===== config.mk =====
export PLATFORM = sky130hd
export DESIGN_NAME = upload_flit_fifo_flat
export DESIGN_NICKNAME = d
export VERILOG_FILES = /design/src/rtl/upload_flit_fifo_if.sv /design/src/rtl/upload_flit_fifo.sv /design/src/flat_wrapper.sv
export SDC_FILE = /design/constraint.sdc
export NUM_CORES = 1
export LEC_CHECK = 0
export ABC_AREA = 1
export CAP_MARGIN = 30
export CORE_UTILIZATION = 48
export CTS_CLUSTER_DIAMETER = 60
export DETAILED_ROUTE_END_ITERATION = 8
export DONT_BUFFER_PORTS = 1
export PLACE_DENSITY_LB_ADDON = 0.2
export SETUP_SLACK_MARGIN = 0.5
export SYNTH_ARGS = -nofsm -noshare
export SYNTH_HDL_FRONTEND = slang
export SYNTH_SLANG_ARGS = --single-unit

===== constraint.sdc =====
create_clock -name clk -period 2.5 [get_ports clk]
set_input_delay 0.25 -clock clk [delete_from_list [all_inputs] [get_ports clk]]
set_output_delay 0.25 -clock clk [all_outputs]
set_load 0.005 [all_outputs]

===== src/rtl/upload_flit_fifo_if.sv =====
// Flit stream bundle between the upload datapath, the store-and-forward FIFO and the ring side.
interface upload_flit_fifo_if #(
  parameter int unsigned AW  = 4,
  parameter int unsigned MCW = 4
);
  logic [15:0]    flit_in;
  logic           push;
  logic           push_last;
  logic           full;
  logic [15:0]    flit_out;
  logic           out_valid;
  logic           out_last;
  logic           out_ready;
  logic [MCW-1:0] msg_cnt;
  logic [AW:0]    occ;
  logic           err_overflow;

  modport master (
    output flit_in, push, push_last, out_ready,
    input  full, flit_out, out_valid, out_last, msg_cnt, occ, err_overflow
  );

  modport slave (
    input  flit_in, push, push_last, out_ready,
    output full, flit_out, out_valid, out_last, msg_cnt, occ, err_overflow
  );
endinterface


===== src/rtl/upload_flit_fifo.sv =====
// Store-and-forward flit buffer: a message is released only once its last flit is stored,
// so the output stream never starves mid-message.
module upload_flit_fifo #(
  parameter int unsigned DEPTH = 16,
  parameter int unsigned AW    = 4,
  parameter int unsigned MCW   = 4
) (
  input logic                clk,
  input logic                rst,
  upload_flit_fifo_if.slave  bus
);

  localparam logic [AW:0] DepthW = (AW+1)'(DEPTH);
  localparam int unsigned McMax  = (1 << MCW) - 1;

  logic [16:0]   mem_q [DEPTH];
  logic [AW-1:0] wr_ptr_q, rd_ptr_q;
  logic [AW:0]   occ_q;
  // Internal message count is as wide as occupancy so it can never wrap.
  logic [AW:0]   cnt_q;
  logic          err_q;

  logic          full;
  logic          out_valid;
  logic          wr_en;
  logic          rd_en;
  logic          head_last;
  logic [16:0]   head;

  assign full      = (occ_q == DepthW);
  assign out_valid = (cnt_q != '0);
  assign head      = mem_q[rd_ptr_q];
  assign head_last = out_valid & head[16];
  assign wr_en     = bus.push & ~full;
  assign rd_en     = out_valid & bus.out_ready;

  assign bus.full         = full;
  assign bus.out_valid    = out_valid;
  assign bus.flit_out     = out_valid ? head[15:0] : 16'h0000;
  assign bus.out_last     = head_last;
  assign bus.occ          = occ_q;
  assign bus.err_overflow = err_q;

  always_comb begin
    bus.msg_cnt = '1;
    if (32'(cnt_q) <= McMax) bus.msg_cnt = MCW'(cnt_q);
  end

  always_ff @(posedge clk) begin
    if (wr_en) mem_q[wr_ptr_q] <= {bus.push_last, bus.flit_in};
  end

  always_ff @(posedge clk) begin
    if (rst) begin
      wr_ptr_q <= '0;
      rd_ptr_q <= '0;
      occ_q    <= '0;
      cnt_q    <= '0;
      err_q    <= 1'b0;
    end else begin
      if (wr_en) wr_ptr_q <= wr_ptr_q + 1'b1;
      if (rd_en) rd_ptr_q <= rd_ptr_q + 1'b1;

      unique case ({wr_en, rd_en})
        2'b10:   occ_q <= occ_q + 1'b1;
        2'b01:   occ_q <= occ_q - 1'b1;
        default: occ_q <= occ_q;
      endcase

      unique case ({wr_en & bus.push_last, rd_en & head_last})
        2'b10:   cnt_q <= cnt_q + 1'b1;
        2'b01:   cnt_q <= cnt_q - 1'b1;
        default: cnt_q <= cnt_q;
      endcase

      if (bus.push & full) err_q <= 1'b1;
    end
  end

endmodule


===== src/flat_wrapper.sv =====
// flat-port wrapper written by rule: the top's interface ports become plain ports
module upload_flit_fifo_flat 
#(
  parameter int unsigned DEPTH = 16,
  parameter int unsigned AW    = 4,
  parameter int unsigned MCW   = 4
)
  (clk, rst, bus_flit_in, bus_push, bus_push_last, bus_out_ready, bus_full, bus_flit_out, bus_out_valid, bus_out_last, bus_msg_cnt, bus_occ, bus_err_overflow);
  upload_flit_fifo_if #(.AW(AW), .MCW(MCW)) bus_i ();
  input logic clk;
  input logic rst;
  input wire logic [$bits(bus_i.flit_in)-1:0] bus_flit_in;
  input wire logic [$bits(bus_i.push)-1:0] bus_push;
  input wire logic [$bits(bus_i.push_last)-1:0] bus_push_last;
  input wire logic [$bits(bus_i.out_ready)-1:0] bus_out_ready;
  output wire logic [$bits(bus_i.full)-1:0] bus_full;
  output wire logic [$bits(bus_i.flit_out)-1:0] bus_flit_out;
  output wire logic [$bits(bus_i.out_valid)-1:0] bus_out_valid;
  output wire logic [$bits(bus_i.out_last)-1:0] bus_out_last;
  output wire logic [$bits(bus_i.msg_cnt)-1:0] bus_msg_cnt;
  output wire logic [$bits(bus_i.occ)-1:0] bus_occ;
  output wire logic [$bits(bus_i.err_overflow)-1:0] bus_err_overflow;
  assign bus_i.flit_in = bus_flit_in;
  assign bus_i.push = bus_push;
  assign bus_i.push_last = bus_push_last;
  assign bus_i.out_ready = bus_out_ready;
  assign bus_full = bus_i.full;
  assign bus_flit_out = bus_i.flit_out;
  assign bus_out_valid = bus_i.out_valid;
  assign bus_out_last = bus_i.out_last;
  assign bus_msg_cnt = bus_i.msg_cnt;
  assign bus_occ = bus_i.occ;
  assign bus_err_overflow = bus_i.err_overflow;
  upload_flit_fifo #(.DEPTH(DEPTH), .AW(AW), .MCW(MCW)) u_core (.clk(clk), .rst(rst), .bus(bus_i));
endmodule

Word-level counts from Yosys, hierarchy flattened
Memories as Yosys holds them, arrays and structs flattened. A register that Yosys moved wholly into a read port is not among the register bits.
Index checks and enable logic that the tools add are counted.
{ "op_classes": {"reduce_logical": 3, "eq_ne": 5, "n_mul": 0, "n_div": 0, "bitwise": 7, "muxes": 8, "addsub": 6, "shift": 0, "n_lt_le_gt_ge": 1} }
{ "op_table": {"columns": ["cell", "n"], "rows": [
  ["case mux 5 bit (2 select lines)", 2],
  ["two-way mux 16 bit", 1],
  ["two-way mux 4 bit", 3],
  ["adder 5 x 1 -> 5 bit (second input constant)", 2],
  ["subtractor 5 x 1 -> 5 bit (second input constant)", 2],
  ["adder 4 x 1 -> 4 bit (second input constant)", 2],
  ["AND 1 bit", 6],
  ["== test 5 bit (second input constant)", 1],
  ["less-or-equal comparator 5 x 4 -> 1 bit (second input constant)", 1],
  ["nonzero test 5 bit", 1],
  ["== test 2 x 1 -> 1 bit (second input constant)", 2],
  ["== test 2 bit (second input constant)", 2],
  ["nonzero test 2 bit", 2],
  ["two-way mux 1 bit", 2],
  ["inverter 1 bit", 1]
]} }
{ "totals": {"out_inout_bits": 29, "mem_count": 1, "ramBits": 272, "reg_bits": 19, "latchBits": 0, "rom_bits": 0, "word_cells": 36} }
{ "memory_table": {"columns": ["memory", "words", "width", "rd", "rd_clocked_by_memory_dff", "write_ports", "line_no", "text"], "rows": [
  ["u_core.mem_q", 16, 17, 1, 1, 1, "upload_flit_fifo.sv:16", "logic [16:0] mem_q [DEPTH];"]
]} }

Logic depth before layout (Yosys ltp)
Gate-level depths: netlist of run 1.
{ "logic_depth": {"depth_word": 6, "depth_mapped": 17} }

Least setup slack after synthesis of run 1
OpenSTA, ideal clock, no wires.
{ "synth_timing": {"path_type": "reg2reg", "from": "register with a tool-made name", "to": "register u_core.cnt_q[4]", "period_less_slack_ps": 2256, "setup_time_ps": 132, "arrival_ps": 2124, "path_slack_ps": 244, "stages_incl_launch_ff": 18, "cell_sequence": "dfxtp_1 > buf_4 > buf_2 > nand2_1 > nand3_1 > nand3_1 > nand2_1 > nand2_1 > a21oi_1 > ha_1 > inv_1 > fa_1 > nor2_1 > nor2_1 > nand2_1 > nand2_1 > nand2_1 > a21oi_1"} }
{ "synth_lines": {"columns": ["element", "line_no", "text"], "rows": [
  ["end signal, assigned", "upload_flit_fifo.sv:71", "2'b10: cnt_q <= cnt_q + 1'b1;"],
  ["end signal, assigned", "upload_flit_fifo.sv:72", "2'b01: cnt_q <= cnt_q - 1'b1;"],
  ["end signal, assigned", "upload_flit_fifo.sv:73", "default: cnt_q <= cnt_q;"],
  ["end, declared", "upload_flit_fifo.sv:20", "logic [AW:0] cnt_q;"]
]} }

==> results.cfg, run 1 <==
[status]
status = complete, no violations

[clocking]
cts_tree = done
cts_buffers = 31
clockBufferDepth = 3
clk_pin_slew_ps = 60
cts.sinks = 295
clkLatencyLatePin_ps = 550
htreeDepth = 1
cts_root_buffer = clkbuf_16

[routing]
drtIter0Drc = 708
num_vias = 8528
wl_met2_mm = 15.4
wire_per_inst_um = 21.2
wl_met3_mm = 2.22
top_layer_used = met4
wl_met1_mm = 13.9
viasPerCell = 5.60
wirelength_mm = 32.3
ant_nets = 0
drtPass1Iterations = 6
route.detailed.drc = 0

[worst_hold_path]
hold_class = in -> reg

[synthesis]
synth_top_cell_by_area = edfxtp_1
synthAdderAreaFrac_pct = 1.66
syn_inst = 1088
synth-simple-area-share_pct = 21.7
synth-compound-area-share_pct = 1.88
synth.area.top_cells = edfxtp_1 67%, nand2_1 12%, nand3_1 8.6%
syn_avg_cell_area_um2 = 11.2
syn_nets = 1124
ys_ff_latch = 295
netlist_area_um2 = 12200
ys_types = 23
synth_top_family_by_area = simple AND/OR/NAND/NOR gates
seq_area_frac_synth_pct = 70.6
synthMuxAreaShare_pct = 0
ys_warn_count = 0
yosys.area_share.xor_xnor_pct = 0.574
synth_top_area_share_pct = 66.9

[pwr]
peakVddDrop_v = 0.00119
p_leak_nw = 5.82
power.density_nw_per_um2 = 1060

[place]
placed_area_um2 = 12700
dp_hpwl_mm = 16.0
dp.cells = 1401
place.gp.congestion = 0.817
place.port_buffers = 0
preCtsSetupSlack_ps = 227

[sta]
rsz0062_at_grt = yes
slew_headroom_pct = 56.6
setup_violations = 0
hold_viol = 0
fin_skew_ps = 10.0
fin_crit_sh_pct = 98.6
tns_ps = 0
worstMarginPinSlew_ps = 649
max_freq_ghz = 0.406
fin_ws_ps = 35.0
fin_crit_ps = 2470
final-max-slew-violation-count = 0
fin_hold_ws_ps = 97.9

[final_layout]
fin_nets = 1204
nFillCells = 1927
area_delta_synth_final_pct = 27.4
final_area_um2 = 15600
final_cells = 1522
n_antenna_cell = 0
drive_gt1_share_pct = 25.3

[setup_path]
critical_path_class = reg -> out
end_kind = primary output
arrival_ps = 2220
crit_path_start_kind = flip-flop
cp.required_ps = 2250
worstPathMaxFanout = 8

[floorplan]
initial_utilization_pct = 48.8
core-area_um2 = 25000
die_y_um = 162
rows = 58
io_pins = 50
die_area_um2 = 26100
die_w_um = 162

[global_routing]
antenna_found_initial = 0
grt-ovfl-total = 0
grt_util_all_layers_pct = 24.1
grt_pass1_vias = 8028
grt_pass1_wl_mm = 47.1
grt_max_degree = 54

[job]
drv_cap = 0
-- worst max-delay path: stages, from the launching register on --
cell,delay [ps]
dfxtp_4,350
buf_8,130
inv_12,70
buf_12,120
buf_12,110
buf_12,100
buf_16,140
nand2_4,50
nand3_2,60
nand3_2,70
nand2_1,80
nand2_1,60
a21oi_2,170
buf_4,150
-- placed cells by master (no fill, tap or decap), drive strengths merged --
cell type	instances
xor2	3
dfxtp	23
edfxtp	272
inv	33
nand4	1
nor2	28
dlygate4sd3	26
clkbuf	47
nand3	209
or2	1
clkinv	15
xnor2	5
a21oi	37
fa	2
a211oi	2
o21ai	6
ha	13
nand2	394
nor3	1
bufinv	2
buf	72
-- state kept, by name (all words and copies together), names as in the netlist, named ones only --
name	cells
u_core.rd_ptr_q	4
u_core.bus.occ	5
u_core.wr_ptr_q	4
u_core.bus.err_overflow	1
u_core.cnt_q	5
u_core.mem_q	272
-- synth_stat cells --
cell type  number
nand3_1       209
nand2_1       394
inv_2           3
buf_4           4
clkinv_1        3
buf_1           4
fa_1            2
xnor2_1         5
or2_1           1
xor2_1          3
nor2_1         28
a211oi_1        2
clkbuf_1       14
o21ai_0         6
buf_2          30
nand4_2         1
buf_6           5
nor3_1          1
a21oi_1        37
ha_1           13
edfxtp_1      272
inv_1          28
dfxtp_1        23
-- worst paths after layout --
check,from,end,slack [ps],depth (start not counted)
max,flip-flop,bus_flit_out[9],30,13
min reg2reg,u_core.rd_ptr_q[3],u_core.rd_ptr_q[3],500,2
max reg2reg,flip-flop,u_core.cnt_q[4],50,18
min,bus_push_last,u_core.cnt_q[2],100,4
-- timing repair --
item,CTS,global route
setup buffers,19,6
hold buffers,26,0
pin swaps,30,69
resized for setup,86,139
cloned,8,5
endpoints found under the setup margin,51,67
hold endpoints to repair,295,0
-- layer usage --
layer	global-route usage, %	up-vias
met3	4.24	58
met4	6.39	0
li1	-	3926
met2	39.1	325
met5	0	-
met1	33.7	4219
-- through the flow --
stage                     total power [mW]  util [%]
after floorplan                       8.52         -
after global placement                9.38      50.8
after detailed placement              9.42      50.8
after CTS                             15.5      59.1
after global routing                  17.2      62.2
final                                 16.4      62.2
-- power by group --
group          leakage, nW  switching [mW]  internal, mW
sequential            2.65           0.149          5.59
clock                0.516            1.85          2.74
combinational         2.66            3.58          2.53
total                 5.82            5.58          10.9
-- layout make-up --
| cell class | instances | area, um2 | share of cell area, % |
|---|---|---|---|
| flip-flops and latches | 295 | 8640 | 55.5 |
| repair buffers | 104 | 1380 | 8.88 |
| multi-input cells | 702 | 3950 | 25.4 |
| clock buffers | 41 | 907 | 5.83 |
| well taps | 330 | 413 | 2.65 |
| inverters | 34 | 143 | 0.917 |
| clock inverters | 16 | 128 | 0.820 |
-- cells by family (layout without fill, tap and decap cells) --
group,after synthesis,count (layout)
DFF,295,295
adders and majority gates,15,15
xor gates and xnor gates,8,8
and+or+nand+nor,634,634
AOI/OAI and AO/OA,45,45
buffers and inverters,91,195
Power figures use the tool's default switching activity.
==> run 2, diff against run 1 <==
--- a/config.mk
+++ b/config.mk
@@ -13,6 +13,7 @@
 export DONT_BUFFER_PORTS = 1
 export PLACE_DENSITY_LB_ADDON = 0.2
 export SETUP_SLACK_MARGIN = 0.5
+export SLEW_MARGIN = 15
 export SYNTH_ARGS = -nofsm -noshare
 export SYNTH_HDL_FRONTEND = slang
 export SYNTH_SLANG_ARGS = --single-unit
==> constraint.sdc (replaced) <==
create_clock -name clk -period 2.3 [get_ports clk]
set_input_delay 0.23 -clock clk [delete_from_list [all_inputs] [get_ports clk]]
set_output_delay 0.23 -clock clk [all_outputs]
set_load 0.005 [all_outputs]
==> run 2 against run 1 <==
  * The flow now finishes with violations (negative setup slack)
  * First-iteration DRC count rose by 12%
  * Count of clock-buffer cells in the layout decreased by 3
  * Worst setup slack got worse by 80 ps
  * Die area unchanged
  * Sequential share of layout area rose by 1.1 points
  * Wire length grew 0.44%
  * Critical path type is now reg -> reg
==> results.cfg, run 2 (same netlist as run 1, synthesis figures left out) <==
[status]
status = complete, but fails checks
violations = negative setup slack

[final_layout]
layout_commonest_cell = nand2_1
final_cells = 1535
area_delta_synth_final_pct = 25.0
layout_common_cells = 370 x nand2_1, 272 x edfxtp_1, 191 x nand3_1
largest_register = u_core.mem_q
fin_nets = 1218
nFillCells = 1960
largest_reg_flops = 272
drive_gt1_share_pct = 20.6

[setup_path]
cp.required_ps = 2690
end_kind = flip-flop
arrival_ps = 2740
worstPathMaxFanout = 6
path_cells = buf_6 > inv_6 > nand2_1 > nand3_1 > nand3_1 > nand2_2 > nand2_4 > a21oi_4 > ha_4 > inv_2 > fa_2 > nor2_4 > nor2_1 > nand2_1 > nand2_1 > nand2_1 > a21oi_2
crit_path_start_kind = flip-flop
crit_slowest_cell = fa_2
critical_path_class = reg -> reg
max_stage_delay_ps = 400
cpMostUsedCell = nand2_1

[sta]
final-max-slew-violation-count = 0
worstMarginPinSlew_ps = 829
setup_violations = 4
fin_skew_ps = 7.19
rsz0062_at_grt = yes
slew_headroom_pct = 44.6
fin_crit_sh_pct = 102
fin_crit_ps = 2340
fin_ws_ps = -45.0
max_freq_ghz = 0.426
hold_viol = 0

[floorplan]
die_w_um = 162
die_area_um2 = 26100
rows = 58
core-area_um2 = 25000
initial_utilization_pct = 48.8
io_pins = 50
die_y_um = 162

[routing]
wire_per_inst_um = 21.1
num_vias = 8494
route.detailed.drc = 0
viasPerCell = 5.53
drtIter0Drc = 795
ant_nets = 0
wirelength_mm = 32.4
drtPass1Iterations = 5

[place]
place.gp.congestion = 0.825
dp.cells = 1412
preCtsSetupSlack_ps = 122
place.port_buffers = 0
dp_hpwl_mm = 16.1

[pwr]
p_leak_nw = 5.69
power.density_nw_per_um2 = 1140
peakVddDrop_v = 0.00147
p_total_mw = 17.5

[global_routing]
grt_pass1_vias = 7664
grt_util_all_layers_pct = 23.2
antenna_found_initial = 0
grt_pass1_wl_mm = 45.3
grt-ovfl-total = 0
grt_max_degree = 50

[clocking]
clk_pin_slew_ps = 60
htreeDepth = 1
cts_tree = done
cts_buffers = 31
cts_root_buffer = clkbuf_16
clockBufferDepth = 3
clkLatencyLatePin_ps = 540
cts.sinks = 295

[job]
drv_cap = 0

[worst_hold_path]
hold_class = in -> reg
[run 2: report_power, final]
part / internal [mW] / total (mW) / switching (mW)
clock network: 2.67 / 4.59 / 1.92
logic: 2.79 / 6.60 / 3.82
registers: 6.09 / 6.26 / 0.171
[run 2: metal layers]
metal	wire length, um	up-vias	GRT usage, %
met1	13000	4112	32.7
li1	-	3971	-
met4	634	0	5.45
met3	3060	49	3.54
met5	0	-	0
met2	15700	362	38.2
[run 2: final cells by class]
cell class	count	area, um2	area share, %
diodes	1	2.50	0.0164
clock buffers	38	802	5.25
inverters	34	161	1.06
flip-flops and latches	295	8650	56.6
repair buffers	116	1490	9.77
multi-input cells	702	3600	23.6
well taps	330	413	2.70
repair inverters	2	20.0	0.131
clock inverters	17	129	0.844
[run 2: worst max-delay path: cells and delay by family (launching register included)]
family	cells	cell delay, ps
adders and majority gates	2	600
buffers and inverters	3	250
DFF	1	380
and+or+nand+nor	10	760
AOI/OAI and AO/OA	2	210
[run 2: per-stage QoR]
stage	util (%)	instance area (um2)	hold slack [ps]	setup TNS [ps]
6_report	61.0	15300	74.3	-66.4
5_1_grt	61.0	15300	69.9	-800
4_1_cts	57.6	14400	65.2	0
3_5_place_dp	51.3	12900	295	0
3_3_place_gp	51.3	12900	302	0
2_1_floorplan	-	12300	329	0
[run 2: what timing repair did]
item / 4_1_cts / 5_1_grt
hold endpoints to repair: 295 / 0
gates resized for setup: 58 / 94
cloned: 7 / 16
buffers inserted: 9 / 15
endpoints found under the setup margin: 25 / 283
hold buffers: 20 / 0
pin swaps: 11 / 44
[run 2: final timing paths]
| path | startpoint | end | slack [ps] | depth (start not counted) |
|---|---|---|---|---|
| worst min register to register | u_core.wr_ptr_q[3] | u_core.wr_ptr_q[3] | 500 | 2 |
| worst max-delay path | flip-flop | u_core.cnt_q[4] | -40 | 17 |
| worst max register to register | flip-flop | u_core.cnt_q[4] | -40 | 17 |
| worst min-delay path | bus_push_last | u_core.cnt_q[2] | 70 | 4 |
==> run 3, diff against run 2 <==
==> constraint.sdc (replaced) <==
create_clock -name clk -period 2.1 [get_ports clk]
set_input_delay 0.21 -clock clk [delete_from_list [all_inputs] [get_ports clk]]
set_output_delay 0.21 -clock clk [all_outputs]
set_load 0.005 [all_outputs]
==> run 3 against run 2 <==
  * The run still ends with negative setup slack left
  * Final cell count grew 1.9%
  * Critical path depth shrank 6
  * Combinational power grew 15%
  * Global-route usage grew 0.65 points
  * First-iteration DRC count grew 21%
  * Die area is the same
  * Critical path type is now reg -> out
  * Highest routed layer is now met5
==> results.cfg, run 3 (same netlist as run 1, synthesis figures left out) <==
[status]
status = complete, but fails checks
violations = negative setup slack

[routing]
wire_per_inst_um = 21.3
drtIter0Drc = 960
viasPerCell = 5.56
route.detailed.drc = 0
ant_nets = 0
num_vias = 8697
wirelength_mm = 33.4
drtPass1Iterations = 5

[setup_path]
worstPathMaxFanout = 8
end_kind = primary output
critical_path_class = reg -> out
cp.required_ps = 1890
crit_path_start_kind = flip-flop
arrival_ps = 2140

[pwr]
netSwitchingFraction_pct = 33.7
power.density_nw_per_um2 = 1220
p_int_mw = 13.0
p_sw_mw = 6.60
p_leak_nw = 5.97
power_frac_seq_pct = 35.0
peakVddDrop_v = 0.00112
pwr-share-comb_pct = 38.6
pwr-share-clk_pct = 26.4

[sta]
rsz0062_at_grt = yes
fin_skew_ps = 8.50
max_freq_ghz = 0.426
worstMarginPinSlew_ps = 844
fin_crit_sh_pct = 112
fin_crit_ps = 2350
setup_violations = 21
fin_hold_ws_ps = 56.0
slew_headroom_pct = 43.6
fin_ws_ps = -246
final-max-slew-violation-count = 0
hold_viol = 0

[global_routing]
grt-ovfl-total = 0
grt_max_degree = 51
grt_pass1_vias = 8084
antenna_found_initial = 1
grt_pass1_wl_mm = 46.9
grt_util_all_layers_pct = 23.9

[job]
drv_cap = 0

[final_layout]
postLayoutCoreUtil_pct = 64.1
n_antenna_cell = 0
final_area_um2 = 16100
area_delta_synth_final_pct = 31.4
largest_reg_flops = 272
largest_register = u_core.mem_q
drive_gt1_share_pct = 25.5
layout_common_cells = 353 x nand2_1, 272 x edfxtp_1, 170 x nand3_1
nFillCells = 1843
fin_nets = 1248
layout_commonest_cell = nand2_1

[floorplan]
io_pins = 50
initial_utilization_pct = 48.8
rows = 58
die_y_um = 162
core-area_um2 = 25000
die_w_um = 162
die_area_um2 = 26100

[clocking]
htreeDepth = 1
cts_root_buffer = clkbuf_16
cts_buffers = 31
clk_pin_slew_ps = 60
cts_tree = done
clockBufferDepth = 3
clkLatencyLatePin_ps = 540
cts.sinks = 295

[place]
preCtsSetupSlack_ps = -62.6
placed_area_um2 = 13100
place.port_buffers = 0
dp_hpwl_mm = 16.8
place.gp.congestion = 0.778

[worst_hold_path]
hold_class = in -> reg
run 3: cell count changes in the layout (fill, tap and decap cells not counted), sizes merged:
cell / change
buf: +29
inv: -4
clkinvlp: +1
bufinv: +1
clkinv: +3
diode: -1
run 3: power groups by stage:
stage / clock network (mW) / logic [mW] / registers [mW]
floorplan: 0 / 3.42 / 6.89
global placement: 0 / 4.72 / 6.94
detailed placement: 0 / 4.77 / 6.95
CTS: 5.23 / 5.75 / 6.85
global route: 5.45 / 8.18 / 6.89
finish: 5.16 / 7.56 / 6.87
run 3: per-stage QoR:
step           total power, mW  cells  setup TNS (ps)
4_1_cts                   17.8   1529           -2650
5_1_grt                   20.5   1564           -5340
3_5_place_dp              11.7   1423            -287
6_report                  19.6   1564           -3440
2_1_floorplan             10.3   1088           -1.53
3_3_place_gp              11.7   1423           -66.3
run 3: worst max-delay path, stage by stage (launching register included):
cell	delay (ps)
dfxtp_4	440
clkinv_8	100
buf_16	160
buf_12	150
clkbuf_16	170
nand2_1	70
nand3_2	80
nand3_2	70
nand2_1	50
nand2_1	70
a21oi_2	50
buf_4	160
run 3: layout make-up:
cell class / instances / area, um2 / area share (%)
Multi-Input combinational cell: 702 / 3850 / 24.0
Sequential cell: 295 / 8650 / 53.9
Timing Repair Buffer: 148 / 2030 / 12.7
Tap cell: 330 / 413 / 2.57
Clock inverter: 20 / 160 / 0.998
Clock buffer: 35 / 791 / 4.93
Inverter: 34 / 151 / 0.943
run 3: worst paths after layout:
kind / start / to / slack [ps] / cells past startpoint
min: bus_out_ready / u_core.rd_ptr_q[3] / 60 / 4
max reg2reg: flip-flop / u_core.cnt_q[4] / -240 / 16
max: flip-flop / bus_flit_out[0] / -250 / 11
min reg2reg: u_core.wr_ptr_q[3] / u_core.wr_ptr_q[3] / 500 / 2
run 3: routing by layer:
metal	share of wire, %	track usage [%]	vias to the layer above
met2	47	38.2	368
met5	0.030	0	-
met3	8.5	4.49	71
li1	-	-	4030
met1	42	33.0	4226
met4	2.6	7.89	2
run 3: repair_timing:
item	4_1_cts	5_1_grt
setup buffers	23	18
hold buffers	21	0
hold endpoints to repair	295	0
resized for setup	89	142
pin swaps	21	53
gates cloned	7	18
endpoints found under the setup margin	297	298
